==> src/rtl/turn_request_ctrl.sv <==
// turn_request_ctrl: synchronizes, debounces and arbitrates lever/hazard inputs into
// clean turn/hazard requests, holding a released turn until the sequencer frame wraps.
module turn_request_ctrl #(
    parameter int unsigned DEB_CYCLES = 4
) (
    input  logic       i_clk,
    input  logic       i_reset,
    input  logic       i_sw_left,
    input  logic       i_sw_right,
    input  logic       i_btn_haz,
    input  logic [1:0] i_seq_q,
    output logic       o_turn_l,
    output logic       o_turn_r,
    output logic       o_hazard
);
    typedef enum logic [2:0] {IDLE, LEFT, LEFT_END, RIGHT, RIGHT_END, HAZARD} state_t;

    // bit 0 = left, bit 1 = right, bit 2 = hazard
    logic [2:0]      r_sync1, r_sync2, r_deb;
    logic [2:0][7:0] r_cnt;
    logic            r_haz_prev;
    logic [1:0]      r_seq_prev;
    state_t          r_state;
    state_t          w_next;
    logic            r_turn_l, r_turn_r, r_hazard;
    logic            w_haz_tog, w_wrap, w_left, w_right;

    always_ff @(posedge i_clk or posedge i_reset) begin
        if (i_reset) begin
            r_sync1    <= '0;
            r_sync2    <= '0;
            r_deb      <= '0;
            r_cnt      <= '0;
            r_haz_prev <= 1'b0;
            r_seq_prev <= 2'd0;
        end else begin
            r_sync1    <= {i_btn_haz, i_sw_right, i_sw_left};
            r_sync2    <= r_sync1;
            r_haz_prev <= r_deb[2];
            r_seq_prev <= i_seq_q;
            for (int k = 0; k < 3; k++) begin
                r_cnt[k] <= (r_sync2[k] == r_deb[k] || r_cnt[k] == 8'(DEB_CYCLES - 1)) ? 8'd0 : r_cnt[k] + 8'd1;
                if (r_sync2[k] != r_deb[k] && r_cnt[k] == 8'(DEB_CYCLES - 1))
                    r_deb[k] <= r_sync2[k];
            end
        end
    end

    assign w_haz_tog = r_deb[2] & ~r_haz_prev;
    assign w_wrap    = (r_seq_prev == 2'd3) && (i_seq_q == 2'd0);
    assign w_left    = r_deb[0] & ~r_deb[1];
    assign w_right   = r_deb[1] & ~r_deb[0];

    // END states keep the request alive until the sequencer finishes its sweep
    always_comb begin
        w_next = r_state;
        case (r_state)
            IDLE:      w_next = w_left ? LEFT : w_right ? RIGHT : IDLE;
            LEFT:      w_next = w_left ? LEFT : LEFT_END;
            LEFT_END:  w_next = w_left ? LEFT : w_wrap ? IDLE : LEFT_END;
            RIGHT:     w_next = w_right ? RIGHT : RIGHT_END;
            RIGHT_END: w_next = w_right ? RIGHT : w_wrap ? IDLE : RIGHT_END;
            default:   w_next = r_state;
        endcase
        if (w_haz_tog)
            w_next = (r_state == HAZARD) ? IDLE : HAZARD;
    end

    always_ff @(posedge i_clk or posedge i_reset) begin
        if (i_reset) begin
            r_state  <= IDLE;
            r_turn_l <= 1'b0;
            r_turn_r <= 1'b0;
            r_hazard <= 1'b0;
        end else begin
            r_state  <= w_next;
            r_turn_l <= (w_next == LEFT) || (w_next == LEFT_END);
            r_turn_r <= (w_next == RIGHT) || (w_next == RIGHT_END);
            r_hazard <= (w_next == HAZARD);
        end
    end

    assign o_turn_l = r_turn_l;
    assign o_turn_r = r_turn_r;
    assign o_hazard = r_hazard;
endmodule
==> config.mk <==
export PLATFORM = sky130hd
export DESIGN_NAME = turn_request_ctrl
export DESIGN_NICKNAME = d
export VERILOG_FILES = /design/src/rtl/turn_request_ctrl.sv
export SDC_FILE = /design/constraint.sdc
export NUM_CORES = 1
export LEC_CHECK = 0
export ABC_AREA = 1
export ABC_CLOCK_PERIOD_IN_PS = 2900
export BUFFER_PORTS_ARGS = -buffer_cell sky130_fd_sc_hd__buf_2
export CAP_MARGIN = 20
export CORE_MARGIN = 1.5
export CORE_UTILIZATION = 36
export CTS_CLUSTER_SIZE = 20
export DETAILED_ROUTE_END_ITERATION = 16
export SYNTH_ARGS = -nofsm -noshare
export SYNTH_HDL_FRONTEND = slang
export SYNTH_SLANG_ARGS = --single-unit
==> constraint.sdc <==
create_clock -name i_clk -period 2.9 [get_ports i_clk]
set_input_delay 0 -clock i_clk [delete_from_list [all_inputs] [get_ports i_clk]]
set_output_delay 0 -clock i_clk [all_outputs]
set_load 0.05 [all_outputs]
Word level (Yosys, flattened, before mapping)
Index checks and enable logic that the tools add are counted.
{"block": "totals", "ff_bits": 42, "inputBits": 7, "elab_cells": 68}
{"block": "op_classes", "addsub": 3, "eq_ne": 20, "muxes": 14, "bitwise_logic": 6, "reduce_logical": 11}
{"op": "$add A8 B1 Y8 const B", "count": 3}
{"op": "$eq A8 B2 Y1 const B", "count": 3}
{"op": "$mux W8", "count": 3}
{"op": "$mux W3", "count": 5}
{"op": "$pmux W3 S5", "count": 1}
{"op": "$eq A3 B2 Y1 const B", "count": 4}
{"op": "$eq A3 B3 Y1 const B", "count": 4}
{"op": "$mux W2", "count": 5}
{"op": "$eq A3 B1 Y1 const B", "count": 2}
{"op": "$logic_or A1 B1 Y1", "count": 5}
{"op": "$logic_and A1 B1 Y1", "count": 4}
{"op": "$and A1 B1 Y1", "count": 3}
{"op": "$eq A1 B1 Y1", "count": 3}
{"op": "$logic_not A3 Y1", "count": 1}
{"op": "$ne A1 B1 Y1", "count": 3}
{"op": "$not A1 Y1", "count": 3}
{"op": "$eq A2 B2 Y1 const B", "count": 1}
{"op": "$logic_not A2 Y1", "count": 1}

Logic depth before layout (Yosys ltp)
Gate-level depths: netlist of the first run.
{"block": "depth", "depth_word": 8, "ltp_mapped": 10}

Least setup slack after synthesis of the first run
Ideal clock, no wire load.
{"block": "synth_timing", "kind": "register -> register", "startpoint": "reg r_deb[0]", "endpoint": "reg r_turn_r, in the netlist o_turn_r", "setup_time_ns": 0.116, "arrival_time_ns": 1.191, "required_time_ns": 2.784, "path_slack_ns": 1.593, "path_stages_with_launch": 11, "path_buffers": 0, "synth_period_minus_slack_ns": 1.307, "cell_sequence": "dfrtp_1 -> inv_1 -> ha_1 -> nand4_1 -> nand2_2 -> nor2_2 -> nand3_2 -> nand2_4 -> nor2_1 -> nand2_1 -> nand2_1"}
{"block": "synth_via", "elab_chain_len": 8}
{"element": "from (decl)", "line": "19", "rtl": "logic [2:0] r_sync1, r_sync2, r_deb;"}
{"element": "from (signal, indexed assignment)", "line": "44", "rtl": "r_deb[k] <= r_sync2[k];"}
{"element": "$not A1 Y1", "line": "52", "rtl": "assign w_right = r_deb[1] & ~r_deb[0];"}
{"element": "$and A1 B1 Y1", "line": "52"}
{"element": "$mux W2 (2 in series)", "line": "58", "rtl": "IDLE: w_next = w_left ? LEFT : w_right ? RIGHT : IDLE;"}
{"element": "$pmux W3 S5 (*)", "line": "57", "rtl": "case (r_state)"}
{"element": "$mux W3 (*)", "line": "65", "rtl": "if (w_haz_tog)"}
{"element": "$eq A3 B2 Y1 or $eq A3 B3 Y1 (tied branches)", "line": "78", "rtl": "r_turn_r <= (w_next == RIGHT) || (w_next == RIGHT_END);"}
{"element": "$logic_or A1 B1 Y1 (*)", "line": "78"}
{"element": "to (signal assigned)", "line": "78"}
{"element": "to (decl)", "line": "25", "rtl": "logic r_turn_l, r_turn_r, r_hazard;"}
Mark *: on every way between the ends. The rest lies on a longest branch, timed or not.
A chain may end at the register's enable or synchronous reset.

Final worst setup path of the first run
{"block": "layout_timing", "startpoint": "reg r_deb[0]", "endpoint": "reg r_turn_l, in the netlist o_turn_l"}
{"block": "layout_via", "elab_chain_len": 8}
{"element": "$not A1 Y1", "line": "52"}
{"element": "$and A1 B1 Y1", "line": "52"}
{"element": "$mux W2 (2 in series)", "line": "58"}
{"element": "$pmux W3 S5 (*)", "line": "57"}
{"element": "$mux W3 (*)", "line": "65"}
{"element": "named net w_next[1]", "line": "24", "rtl": "state_t w_next;"}
{"element": "$eq A3 B1 Y1 or $eq A3 B2 Y1 (tied branches)", "line": "77", "rtl": "r_turn_l <= (w_next == LEFT) || (w_next == LEFT_END);"}
{"element": "$logic_or A1 B1 Y1 (*)", "line": "77"}
{"element": "to (signal assigned)", "line": "77"}
{"element": "to (decl)", "line": "25"}
The timed path passes the listed nets; every way through them passes the cells marked *.

==> results of run 1 <==
cell usage in the layout (no fill, tap or decap), types with 7 or more instances in the layout:
cell type,instances
dfrtp_1,42
xor2_1,8
inv_1,28
nand4_1,7
nand2_1,27
nor2_1,45
nand3_1,14
buf_2,9
registers in the layout, summed over array words and instances, names as in the netlist:
name	flops
r_deb	3
o_turn_r	1
r_sync1	3
r_cnt	24
r_state	3
o_turn_l	1
r_seq_prev	2
r_haz_prev	1
r_sync2	3
o_hazard	1
logic make-up after synthesis:
logic type | Yosys count
buffers and inverters | 34
DFF | 42
and+or+nand+nor | 115
AOI/OAI and AO/OA | 13
xor gates and xnor gates | 12
adders and majority gates | 6
cell usage after synthesis (all sizes together), types with 3 or more instances:
master / instances
nand3: 15
dfrtp: 42
o21ai: 11
inv: 33
ha: 6
nand2: 33
nand3b: 3
xor2: 8
nand4: 7
nor2: 51
xnor2: 4
nor4: 4
how the worst max path moves through the flow:
stage / cells after the start / startpoint / slack, ns / to
2_1_floorplan: 10 / r_deb[0] / 1.59 / o_turn_r
3_3_place_gp: 10 / r_deb[0] / 1.52 / o_turn_l
3_5_place_dp: 10 / r_deb[0] / 1.50 / o_turn_r
4_1_cts: 10 / r_deb[0] / 1.49 / o_turn_r
5_1_grt: 10 / r_deb[0] / 1.32 / o_turn_l
6_report: 10 / r_deb[0] / 1.48 / o_turn_l
layer usage:
layer / up-vias / global-route usage [%] / part of all wire, %
met2: 21 / 16.9 / 44
li1: 741 / - / -
met4: 0 / 7.09 / 3.2
met3: 7 / 3.53 / 3.2
met5: - / 0 / 0
met1: 628 / 15.9 / 50
power by group through the flow:
stage / Sequential [mW] / Clock (mW) / Combinational, mW
floorplan: 0.839 / 0 / 0.560
global placement: 0.817 / 0 / 0.700
detailed placement: 0.820 / 0 / 0.702
CTS: 0.808 / 0.407 / 0.711
global route: 0.829 / 0.436 / 0.797
finish: 0.809 / 0.388 / 0.703
layout make-up:
class | instances | area, sq um
clock buffer | 6 | 82.6
clock inverter | 2 | 12.5
fill | 512 | 2960
inverter | 33 | 124
multi-input combinational | 146 | 808
sequential | 42 | 1050
tap | 70 | 87.6
timing repair buffer | 16 | 113
==> flow_summary.json, run 1 <==
{
  "synthFlopType": "dfrtp_1",
  "path_max_fanout": 4,
  "status": "finished, final reports clean",
  "rsz0062_at_grt": "false",
  "syn-cell-area_sq_um": 1990,
  "clk_pin_slew_ns": 0.08,
  "num_rows": 26,
  "p_seq_share_pct": 42.6,
  "clockRootBuffer": "clkbuf_8",
  "hold_start": "i_sw_right",
  "cts_resized": 0,
  "post_cts_buffers": 0,
  "synth.mux.area_fraction_pct": 0,
  "whs_path_depth": 2,
  "die_area_sq_um": 6000,
  "synth_edf_count": 0,
  "critPathMaxStageDelay_ns": 0.39,
  "grt_usage_pct": 11.9,
  "ios": 10,
  "fin_ws_ns": 1.48,
  "grt_pass1_vias": 1294,
  "dp_hpwl_mm": 2.13,
  "netlist-cell-type-count": 24,
  "ir_worst_vdd_mv": 0.318,
  "initial_core_util_pct": 38.1,
  "critPathLaunchType": "flip-flop",
  "antenna_cells": 0,
  "post-place-cells": 301,
  "p_total_mw": 1.90,
  "fin_util_pct": 43.5,
  "clk_latency_ns": 0.29,
  "gp_congestion": 0.819,
  "layout.nets": 257,
  "cts_buffers": 5,
  "synth-xor-area-share_pct": 5.27,
  "drt-pass1-iter-count": 4,
  "worst_setup_path_end_kind": "flip-flop",
  "fin_crit_ns": 1.42,
  "grt_pass1_wl_mm": 5.64,
  "io_buffer_count": 9,
  "final_cells": 315,
  "grt_max_degree": 43,
  "grt.overflow.total": 0,
  "cp.arrival_ns": 1.60,
  "clock-sinks": 42,
  "wl_per_cell_um": 9.70,
  "critPathSlowestCell": "dfrtp_1",
  "die_y_um": 77.4,
  "dr.first_iter.drc_count": 47,
  "synth_fp_nets": 235,
  "reg2reg_depth": 10,
  "period_share_pct": 48.8,
  "async_flop_share_pct": 100,
  "yosysSeqAreaShare_pct": 52.7,
  "min_to": "r_sync1[1]",
  "htreeDepth": 2,
  "detailedPlace.worstSlack_ns": 1.50,
  "p_comb_share_pct": 37.0,
  "tightest_slew_ns": 0.517,
  "wl_mm": 3.06,
  "yosys.area.top_type_share_pct": 52.7,
  "crit_top_cell": "nand2_2",
  "die_w_um": 77.4,
  "rrSetupSlack_ns": 1.48,
  "num_vias": 1397,
  "cp_data_required_time_ns": 3.09,
  "synth_compound_area_share_pct": 4.02,
  "timing.rr.end": "o_turn_l",
  "synth_adder_area_share_pct": 3.76,
  "crit_buf_inv": 2,
  "core_sq_um": 5240,
  "synth_seq_cells": 42,
  "vias_per_cell": 4.43,
  "area_growth_pct": 14.2,
  "holdWs_ns": 0.341,
  "synth_area_leaders": "dfrtp_1 53%, nor2_1 8.5%, inv_1 5.3%",
  "crit_chain": "inv_1 -> ha_1 -> nand4_1 -> nand2_2 -> nor2_2 -> nand2_2 -> nand2_4 -> inv_2 -> nand3_1 -> nand2_1",
  "synth_top_family_by_area": "simple AND/OR/NAND/NOR gates",
  "grt_antenna_before_repair": 0,
  "p_switching_mw": 0.764,
  "setup-tns-final_ns": 0,
  "hold_path_class": "in2reg",
  "hold_viol_final": 0,
  "fmax_mhz": 706,
  "power_frac_clock_pct": 20.4,
  "drive_gt1_share_pct": 17.1,
  "setup_viol": 0,
  "yosys_warnings": 0,
  "cts_tree": "done",
  "p_int_mw": 1.14,
  "clockBufferDepth": 2,
  "slew_violations": 0,
  "maxSlewHeadroom_pct": 65.5,
  "syn_area_per_cell_sq_um": 8.98,
  "stdcell_area_sq_um": 2280,
  "path_delay_family": "simple AND/OR/NAND/NOR gates",
  "drtAntennaViolNets": 0,
  "swShare_pct": 40.2,
  "leakagePower_nw": 1.06,
  "synth-simple-area-share_pct": 27.5,
  "finalClockSkew_ns": 0.00537,
  "synth_top_area_cell": "dfrtp_1",
  "maxCapViolations": 0,
  "worstReg2RegStart": "r_deb[0]",
  "synth_cells": 222,
  "holdBufCountCts": 6,
  "drc": 0,
  "power_density_nw_per_um2": 834,
  "path_class": "reg2reg",
  "post_dp_cell_area_sq_um": 2120
}
Power figures use the tool's default switching activity.
==> run 2, diff against run 1 <==
ABC_CLOCK_PERIOD_IN_PS = 1420   (was 2900)
clock period = 1.42 ns   (was 2.9 ns; I/O delays follow)
==> run 2 against run 1 <==
Die area unchanged. Cell count increased by 1.9%. Count of clock-buffer cells in the layout is 1 lower. Global-route usage increased by 0.81 points. Largest power group unchanged. Largest cell class unchanged. Total power grew 120%.
==> flow_summary.json, run 2 (same netlist as run 1, synthesis figures left out) <==
{
  "status": "finished, final reports clean",
  "detailedPlace.worstSlack_ns": 0.0504,
  "hold_path_class": "in2async",
  "setup_viol": 0,
  "final_cells": 321,
  "holdWs_ns": 0.283,
  "grt_usage_pct": 12.7,
  "clockRootBuffer": "clkbuf_8",
  "critPathLaunchType": "flip-flop",
  "area_growth_pct": 20.5,
  "stdcell_area_sq_um": 2400,
  "clk_latency_ns": 0.30,
  "rrSetupSlack_ns": 0.09,
  "initial_core_util_pct": 38.1,
  "hold_viol_final": 0,
  "reg2reg_depth": 8,
  "cts_tree": "done",
  "grt_antenna_before_repair": 0,
  "post_dp_cell_area_sq_um": 2150,
  "fin_ws_ns": 0.0850,
  "grt_pass1_vias": 1406,
  "antenna_cells": 0,
  "num_vias": 1440,
  "die_y_um": 77.4,
  "period_share_pct": 94.0,
  "leakagePower_nw": 1.10,
  "vias_per_cell": 4.49,
  "cp_data_required_time_ns": 1.66,
  "fin_util_pct": 45.9,
  "finalClockSkew_ns": 0.00447,
  "critPathMaxStageDelay_ns": 0.40,
  "cts_buffers": 5,
  "critPathSlowestCell": "dfrtp_1",
  "wl_per_cell_um": 10.4,
  "grt_pass1_wl_mm": 6.01,
  "layout.nets": 263,
  "timing.rr.end": "o_turn_r",
  "ir_worst_vdd_mv": 0.772,
  "grt.overflow.total": 0,
  "drt-pass1-iter-count": 4,
  "ios": 10,
  "slew_violations": 0,
  "worstReg2RegStart": "r_deb[0]",
  "tightest_slew_ns": 0.362,
  "fmax_mhz": 749,
  "drc": 0,
  "crit_chain": "buf_4 -> ha_2 -> nand3b_1 -> nand2_2 -> nand2_4 -> nor2_2 -> nand2_1 -> nand2_1",
  "fin_crit_ns": 1.33,
  "grt_max_degree": 43,
  "die_w_um": 77.4,
  "wl_mm": 3.33,
  "dr.first_iter.drc_count": 30,
  "drtAntennaViolNets": 0,
  "maxCapViolations": 0,
  "htreeDepth": 2,
  "core_sq_um": 5240,
  "final_cell_mix": "43 x nor2_1, 38 x dfrtp_1, 27 x nand2_1, 27 x inv_1, 14 x nand3_1",
  "clk_pin_slew_ns": 0.08,
  "path_class": "reg2reg",
  "clockBufferDepth": 2,
  "power_density_nw_per_um2": 1760,
  "maxSlewHeadroom_pct": 75.9,
  "cp.arrival_ns": 1.58,
  "layout_commonest_cell": "nor2_1",
  "regMostFlops": "r_cnt",
  "crit_top_cell": "nand2_1",
  "num_rows": 26,
  "post-place-cells": 303,
  "p_total_mw": 4.23,
  "clock-sinks": 42,
  "io_buffer_count": 9,
  "drive_gt1_share_pct": 24.3,
  "largest_reg_flops": 24,
  "path_max_fanout": 4,
  "dp_hpwl_mm": 2.23,
  "worst_setup_path_end_kind": "flip-flop",
  "gp_congestion": 0.800,
  "setup-tns-final_ns": 0,
  "die_area_sq_um": 6000
}
[run 2: cell types whose count changed in the layout (fill, tap and decap cells not counted), sizes merged]
cell | previous run | this run
bufinv | 0 | 1
inv | 33 | 34
clkbuf | 6 | 5
clkinvlp | 1 | 0
buf | 10 | 16
[run 2: cell type report]
type | instances | area [sq um]
repair buffers | 22 | 170
multi-input cells | 146 | 850
fillers | 515 | 2840
inverters | 33 | 126
flip-flops and latches | 42 | 1060
clock buffers | 5 | 68.8
clock inverters | 3 | 43.8
well taps | 70 | 87.6
[run 2: report_power, final]
group          internal [mW]  switching (mW)  total, mW
Clock                  0.527           0.426      0.953
Combinational          0.607            1.02       1.62
Sequential              1.43           0.229       1.66
[run 2: metal layers]
layer	track usage, %	wire [um]
met1	15.6	1670
met2	20.3	1470
met3	3.65	107
met4	6.55	89
met5	0	0
[run 2: worst max-delay path, delay by kind of cell, from the launching register on]
kind                     cells  cell delay [ns]
AND/OR/NAND/NOR              6             0.56
buffers and inverters        1             0.15
adder cells (fa/ha/maj)      1             0.17
flip-flops                   1             0.40
[run 2: repair_timing]
| action | 4_1_cts | 5_1_grt |
|---|---|---|
| resized for setup | 0 | 16 |
| setup buffers | 0 | 4 |
| hold endpoints to repair | 47 | 0 |
| endpoints found under the setup margin | 0 | 12 |
| hold buffers | 6 | 0 |
[run 2: how the worst max path moves through the flow]
| stage | end | depth (start not counted) | from |
|---|---|---|---|
| final | o_turn_r | 8 | r_deb[0] |
| after global routing | r_cnt[14] | 7 | r_cnt[8] |
| after CTS | o_turn_l | 10 | r_deb[0] |
| after detailed placement | o_turn_r | 9 | r_deb[1] |
| after global placement | o_turn_l | 10 | r_deb[0] |
| after floorplan | o_turn_r | 10 | r_deb[0] |
